<file path="src/rtl/code_run_length_encoder_pkg.sv">
// Shared types and helpers for the run-length encoder slice.
package code_run_length_encoder_pkg;

  localparam int CODE_W = 2;

  typedef enum logic {
    IDLE = 1'b0,
    RUN  = 1'b1
  } rle_state_t;

  // Longest run a CW-bit counter can represent; longer runs are split.
  function automatic int max_run(input int cw);
    return (1 << cw) - 1;
  endfunction

endpackage

</file>
<file path="src/rtl/code_run_length_encoder_out_slot.sv">
// One-entry valid/ready output register holding a single (code, count) token.
module rle_out_slot #(
  parameter int W = 6
) (
  input  logic         clock,
  input  logic         reset,
  input  logic         load,
  input  logic [W-1:0] data,
  output logic         out_valid,
  output logic [W-1:0] out_data,
  input  logic         out_ready,
  output logic         can_load
);

  // A load may overwrite a token only in the cycle that token is consumed.
  assign can_load = !out_valid || out_ready;

  always_ff @(posedge clock) begin
    if (reset) begin
      out_valid <= 1'b0;
      out_data  <= '0;
    end else if (load) begin
      out_valid <= 1'b1;
      out_data  <= data;
    end else if (out_ready) begin
      out_valid <= 1'b0;
    end
  end

endmodule

</file>
<file path="src/rtl/code_run_length_encoder.sv">
// Collapses runs of identical 2-bit codes into (code, run length) tokens.
module code_run_length_encoder
  import code_run_length_encoder_pkg::*;
#(
  parameter int CW = 4
) (
  input  logic              clock,
  input  logic              reset,
  input  logic              in_valid,
  input  logic [CODE_W-1:0] in_code,
  output logic              in_ready,
  input  logic              flush,
  output logic              flush_done,
  output logic              out_valid,
  output logic [CODE_W-1:0] out_code,
  output logic [CW-1:0]     out_count,
  input  logic              out_ready
);

  localparam logic [CW-1:0] MAXRUN = CW'(max_run(CW));

  rle_state_t          state, state_next;
  logic [CODE_W-1:0]   run_code, run_code_next;
  logic [CW-1:0]       run_cnt, run_cnt_next;
  logic                flush_done_next;
  logic                load;
  logic                can_load;
  logic                accept;
  logic [CODE_W+CW-1:0] slot_data;

  assign in_ready = !reset && !flush && can_load;
  assign accept   = in_valid && in_ready;

  always_ff @(posedge clock) begin
    if (reset) begin
      state      <= IDLE;
      run_code   <= '0;
      run_cnt    <= '0;
      flush_done <= 1'b0;
    end else begin
      state      <= state_next;
      run_code   <= run_code_next;
      run_cnt    <= run_cnt_next;
      flush_done <= flush_done_next;
    end
  end

  // Any token loaded is always the currently open run; only the trigger differs.
  always_comb begin
    state_next      = state;
    run_code_next   = run_code;
    run_cnt_next    = run_cnt;
    flush_done_next = 1'b0;
    load            = 1'b0;
    if (flush) begin
      if (state == IDLE) begin
        flush_done_next = 1'b1;
      end else if (can_load) begin
        load            = 1'b1;
        state_next      = IDLE;
        run_cnt_next    = '0;
        flush_done_next = 1'b1;
      end
    end else if (accept) begin
      if (state == IDLE) begin
        state_next    = RUN;
        run_code_next = in_code;
        run_cnt_next  = CW'(1);
      end else if (in_code == run_code && run_cnt < MAXRUN) begin
        run_cnt_next = run_cnt + CW'(1);
      end else begin
        load          = 1'b1;
        run_code_next = in_code;
        run_cnt_next  = CW'(1);
      end
    end
  end

  rle_out_slot #(
    .W(CODE_W + CW)
  ) u_out_slot (
    .clock     (clock),
    .reset     (reset),
    .load      (load),
    .data      ({run_code, run_cnt}),
    .out_valid (out_valid),
    .out_data  (slot_data),
    .out_ready (out_ready),
    .can_load  (can_load)
  );

  assign out_code  = slot_data[CODE_W+CW-1:CW];
  assign out_count = slot_data[CW-1:0];

endmodule

</file>
<file path="config.mk">
export PLATFORM = sky130hd
export DESIGN_NAME = code_run_length_encoder
export DESIGN_NICKNAME = d
export VERILOG_FILES = /design/src/rtl/code_run_length_encoder_pkg.sv /design/src/rtl/code_run_length_encoder_out_slot.sv /design/src/rtl/code_run_length_encoder.sv
export SDC_FILE = /design/constraint.sdc
export NUM_CORES = 1
export LEC_CHECK = 0
export CAP_MARGIN = 20
export CORE_ASPECT_RATIO = 1.5
export CORE_UTILIZATION = 25
export CTS_BUF_LIST = sky130_fd_sc_hd__clkbuf_8 sky130_fd_sc_hd__clkbuf_16
export DETAILED_ROUTE_END_ITERATION = 16
export PLACE_DENSITY_LB_ADDON = 0.2
export REMOVE_ABC_BUFFERS = 1
export SYNTH_ARGS = -nofsm -noshare
export SYNTH_HDL_FRONTEND = slang
export SYNTH_SLANG_ARGS = --single-unit
</file>
<file path="constraint.sdc">
create_clock -name clock -period 2.73 [get_ports clock]
set_input_delay 0.546 -clock clock [delete_from_list [all_inputs] [get_ports clock]]
set_output_delay 0.546 -clock clock [all_outputs]
set_load 0.05 [all_outputs]
</file>
# [Word level (Yosys, flattened, before mapping)]
# Cells that the tools add are included.
[word_totals] latchBits=0 regBits=15 ramBits=0 in_bits=7 rom_bits=0 elab_cells=47 output_inout_bits=9 n_memories=0
[classes] muxes=21 reduce_logical=13 bitwise_logic=1 shift=0 add_sub_neg=1 n_lt_le_gt_ge=1 n_mul=0 n_div=0 eq_ne=4
[op_table] operator="$mux W4" n=6
[op_table] operator="$mux W1" n=13
[op_table] operator="$reduce_and A3 Y1" n=2
[op_table] operator="$add A4 B1 Y4 const B" n=1
[op_table] operator="$logic_and A1 B1 Y1" n=4
[op_table] operator="$lt A4 B4 Y1 const B" n=1
[op_table] operator="$mux W2" n=2
[op_table] operator="$ne A2 B1 Y1 const B" n=2
[op_table] operator="$reduce_bool A2 Y1" n=2
[op_table] operator="$logic_not A1 Y1" n=3
[op_table] operator="$eq A2 B2 Y1" n=1
[op_table] operator="$ne A2 B2 Y1 const B" n=1
[op_table] operator="$reduce_or A2 Y1" n=1
[op_table] operator="$logic_or A1 B1 Y1" n=1
[op_table] operator="$not A1 Y1" n=1

# [Logic depth before layout (Yosys ltp)]
[depth] depth_word=7 mapped_depth=5 ltp_nobuf=5

# [By module]
# A second synthesis with hierarchy kept.
[hier_totals] hier_cells=73 hier_area_um2=710.7
[by_module_without_submodules] module="code_run_length_encoder" seq_area_each_um2=160.2 area_each_um2=461.7 instances=1 cells_each=50
[by_module_without_submodules] module="rle_out_slot" seq_area_each_um2=140.1 area_each_um2=249.0 instances=1 cells_each=23

# [Worst setup path after synthesis]
# Ideal clock, no wire load.
[synth_path] kind="input to output" start="input port reset" end="output port in_ready" stages=3 path_buffers=2 arrival_ns=1.911 required_time_ns=2.184 setup_slack_ns=0.273 cell_sequence="buf_6 clkbuf_1 nor3_1"
[synth_via] elab_chain_len=3
[synth_rtl] element="from (decl)" line="code_run_length_encoder.sv:8" text="input logic reset,"
[synth_rtl] element="$logic_not A1 Y1" line="code_run_length_encoder.sv:31" text="assign in_ready = !reset && !flush && can_load;"
[synth_rtl] element="$logic_and A1 B1 Y1 (2 in series)" line="code_run_length_encoder.sv:31"
[synth_rtl] element="to (decl)" line="code_run_length_encoder.sv:11" text="output logic in_ready,"
# No other way between the ends.

# [Worst setup path after layout]
[layout_path] start="input port flush" end="output port in_ready"
[layout_via] elab_chain_len=3
[layout_rtl] element="from (decl)" line="code_run_length_encoder.sv:12" text="input logic flush,"
[layout_rtl] element="$logic_not A1 Y1" line="code_run_length_encoder.sv:31"
[layout_rtl] element="$logic_and A1 B1 Y1 (2 in series)" line="code_run_length_encoder.sv:31"
# No other way between the ends.

==> out/results.txt <==
status = complete, no violations
M2 GR Usage = 20.7%
first-pass GRT wire length = 2930 um
reg2reg path depth = 4
CP endpoint = in_ready
CP arrival = 1680 ps
layout cell share with drive strength beyond 1 = 7.29%
TNS Setup = 0 ps
Row Count = 24
Antenna Violating Nets Remaining = 0
Startpoint Class = input port
initial antenna violation count = 0
Post-Synthesis Cells = 80
CTS Hold Bufs = 0
CTS HTree Levels = 1
synthesis-to-layout area growth = 30.5%
CTS tree = built
Netlist cell types = 26
vias in the first global route = 629
total I/O pin count = 16
max-slew violation total from the final report = 0
PwrDens = 480 mW/mm^2
Final Cycle Share = 81.6%
Die H = 69.3 um
HPWL Detailed = 1300 um
reg2reg start = run_cnt[0]$_SDFFE_PP0P_
Max Cap Viol = 0
Setup violations, final = 0
clock power share = 37.8%
Leak Pwr = 0.384 nW
GRT Overall Usage = 12.8%
Tot Pwr = 0.473 mW
f_max = 449 MHz
Clock Skew = 3.13 ps
met1 Use GR = 14.6%
Worst Path Buf+Inv = 2
Port-buffer cells = 15
sequential area share after synthesis = 39.7%
Post-Syn Area = 756 um^2
drt wl/cell = 12.2 um
vias after detailed routing = 627
Worst-path clk slew = 60 ps
CP max stage cell = clkdlybuf4s50_1
R2R setup slack = 1310 ps
CP max FO = 9
Setup Buffers After CTS = 0
Critical Path RT = 2180 ps
most frequent cells in the layout = nand2b_1, dfxtp_1, clkdlybuf4s50_1
Num CTS Buffers = 3
crit-path cells = clkdlybuf4s50_1 > nor3_1 > buf_12
switching part of the total = 24.8%
busiest grt layer = met2
Worst path depth = 3
Clock Latency Late Sink = 250 ps
Largest stage delay, worst path = 550 ps
Layout Nets = 105
die width = 46.9 um
Clock Tree Buf Depth = 2
Initial Util = 26.2%
Period minus WS final = 2230 ps
remaining global-route overflow = 0
Synth area leader = dfxtp_1
RR Endpoint = u_out_slot.out_data[2]$_SDFFE_PP0P_
synth warn = 0
pin count of the biggest net entering global routing = 14
Hold Path Class = flip-flop to flip-flop
Remaining DRCs = 0
top-area cell type share of the netlist area = 39.7%
Max transition margin = 66.8%
critical setup path kind = input port to output port
core area = 0.00288 mm^2
Synth area leaders = dfxtp_1, nand2b_1, mux2i_1
Psw = 0.117 mW
total iterations of the first detailed-routing run = 4
final WL = 1650 um
worst vdd ir = 0.227 mV
crit path capture type = output port
antenna cells = 0
syn avg cell area = 9.45 um^2
cts repair resizes = 0
CP delay by family, top = buffers and inverters
power share of the combinational group = 13.9%
number of hold violations in the final report = 0
Clock Sinks = 15
Least-Margin Pin Slew = 497 ps
flops & latches, synth = 15
initial DRC count = 31
area of the die = 0.00325 mm^2
Via density = 4.64
Int Power = 0.356 mW
met3 usage = 2.60%
root buffer cell = clkbuf_8
RD Place Congestion = 0.801
Seq pwr share = 48.3%
unrepaired setup endpoints after global routing = false
crit path from = flush
[area by class of cell]
cell class | instances | area, um^2
fillers | 327 | 1900
multi-input cells | 59 | 417
flip-flops and latches | 15 | 300
repair buffers | 16 | 168
well taps | 39 | 48.8
clock buffers | 3 | 41.3
inverters | 2 | 7.51
clock inverters | 1 | 3.75
[flip-flops by register name (all words and copies together), names as in the netlist]
register / count
u_out_slot.out_data: 6
state: 1
run_code: 2
u_out_slot.out_valid: 1
run_cnt: 4
flush_done: 1
[worst register-to-register path, delay by kind of cell (launching register included)]
kind	cells	cell delay [ps]
AOI/OAI and AO/OA	2	540
adders and majority gates	1	250
DFF	1	330
muxes	1	230
[stage by stage]
| stage | hold slack [ps] | setup WS (ps) | std cells | instance area (um^2) | util, % |
|---|---|---|---|---|---|
| 3_5_place_dp | 465 | 484 | 131 | 941 | 32.6 |
| 4_1_cts | 475 | 485 | 135 | 986 | 34.2 |
| 6_report | 470 | 502 | 135 | 986 | 34.2 |
| 2_1_floorplan | 449 | 409 | 76 | 724 | - |
| 3_3_place_gp | 460 | 520 | 131 | 941 | 32.6 |
| 5_1_grt | 496 | 444 | 135 | 986 | 34.2 |
[cell families (layout without fill, tap and decap cells)]
kind of cell / count (synthesis) / after routing / share of synthesized area (%)
and+or+nand+nor: 32 / 32 / 25.5
AOI/OAI and AO/OA: 16 / 16 / 15.1
DFF: 15 / 15 / 39.7
muxes: 8 / 8 / 10.6
buffers and inverters: 6 / 22 / 5.13
xor gates and xnor gates: 2 / 2 / 2.32
adders and majority gates: 1 / 1 / 1.66
[power by group through the flow]
stage / sequential [mW] / clock [mW] / combinational (mW)
finish: 0.229 / 0.179 / 0.0658
global route: 0.230 / 0.193 / 0.0720
CTS: 0.229 / 0.186 / 0.0667
detailed placement: 0.234 / 0 / 0.0665
global placement: 0.234 / 0 / 0.0659
floorplan: 0.239 / 0 / 0.0317
[cell usage after synthesis]
cell type,count
or3b_4,1
nand3_1,5
and2_1,1
nand4_1,2
a31oi_1,1
nand2b_1,15
a21o_1,2
and3_1,3
inv_1,2
a21oi_1,5
o22ai_1,3
a211oi_1,1
nand2_1,1
mux2i_1,8
dfxtp_1,15
o211ai_1,1
xnor2_1,2
a21oi_4,1
buf_6,2
nor3_1,1
clkbuf_1,1
nor2b_1,2
ha_1,1
nor2_1,1
o31a_1,2
buf_2,1
[worst min path at each step]
stage,from,end,slack [ps],depth (start not counted)
after global routing,u_out_slot.out_data[1]$_SDFFE_PP0P_,u_out_slot.out_data[1]$_SDFFE_PP0P_,500,2
after floorplan,run_cnt[2]$_SDFFE_PP0P_,run_cnt[2]$_SDFFE_PP0P_,450,1
final,u_out_slot.out_data[1]$_SDFFE_PP0P_,u_out_slot.out_data[1]$_SDFFE_PP0P_,470,2
after global placement,u_out_slot.out_data[1]$_SDFFE_PP0P_,u_out_slot.out_data[1]$_SDFFE_PP0P_,460,2
after CTS,u_out_slot.out_data[0]$_SDFFE_PP0P_,u_out_slot.out_data[0]$_SDFFE_PP0P_,480,2
after detailed placement,u_out_slot.out_data[1]$_SDFFE_PP0P_,u_out_slot.out_data[1]$_SDFFE_PP0P_,470,2
[per-layer routing]
metal | vias up | wire length, um | share of wire [%]
met5 | - | 0 | 0
met4 | 0 | 37 | 2.2
met1 | 291 | 654 | 40
li1 | 319 | - | -
met3 | 4 | 58 | 3.5
met2 | 13 | 900 | 55
No activity file was read; power rests on OpenSTA's default activity.
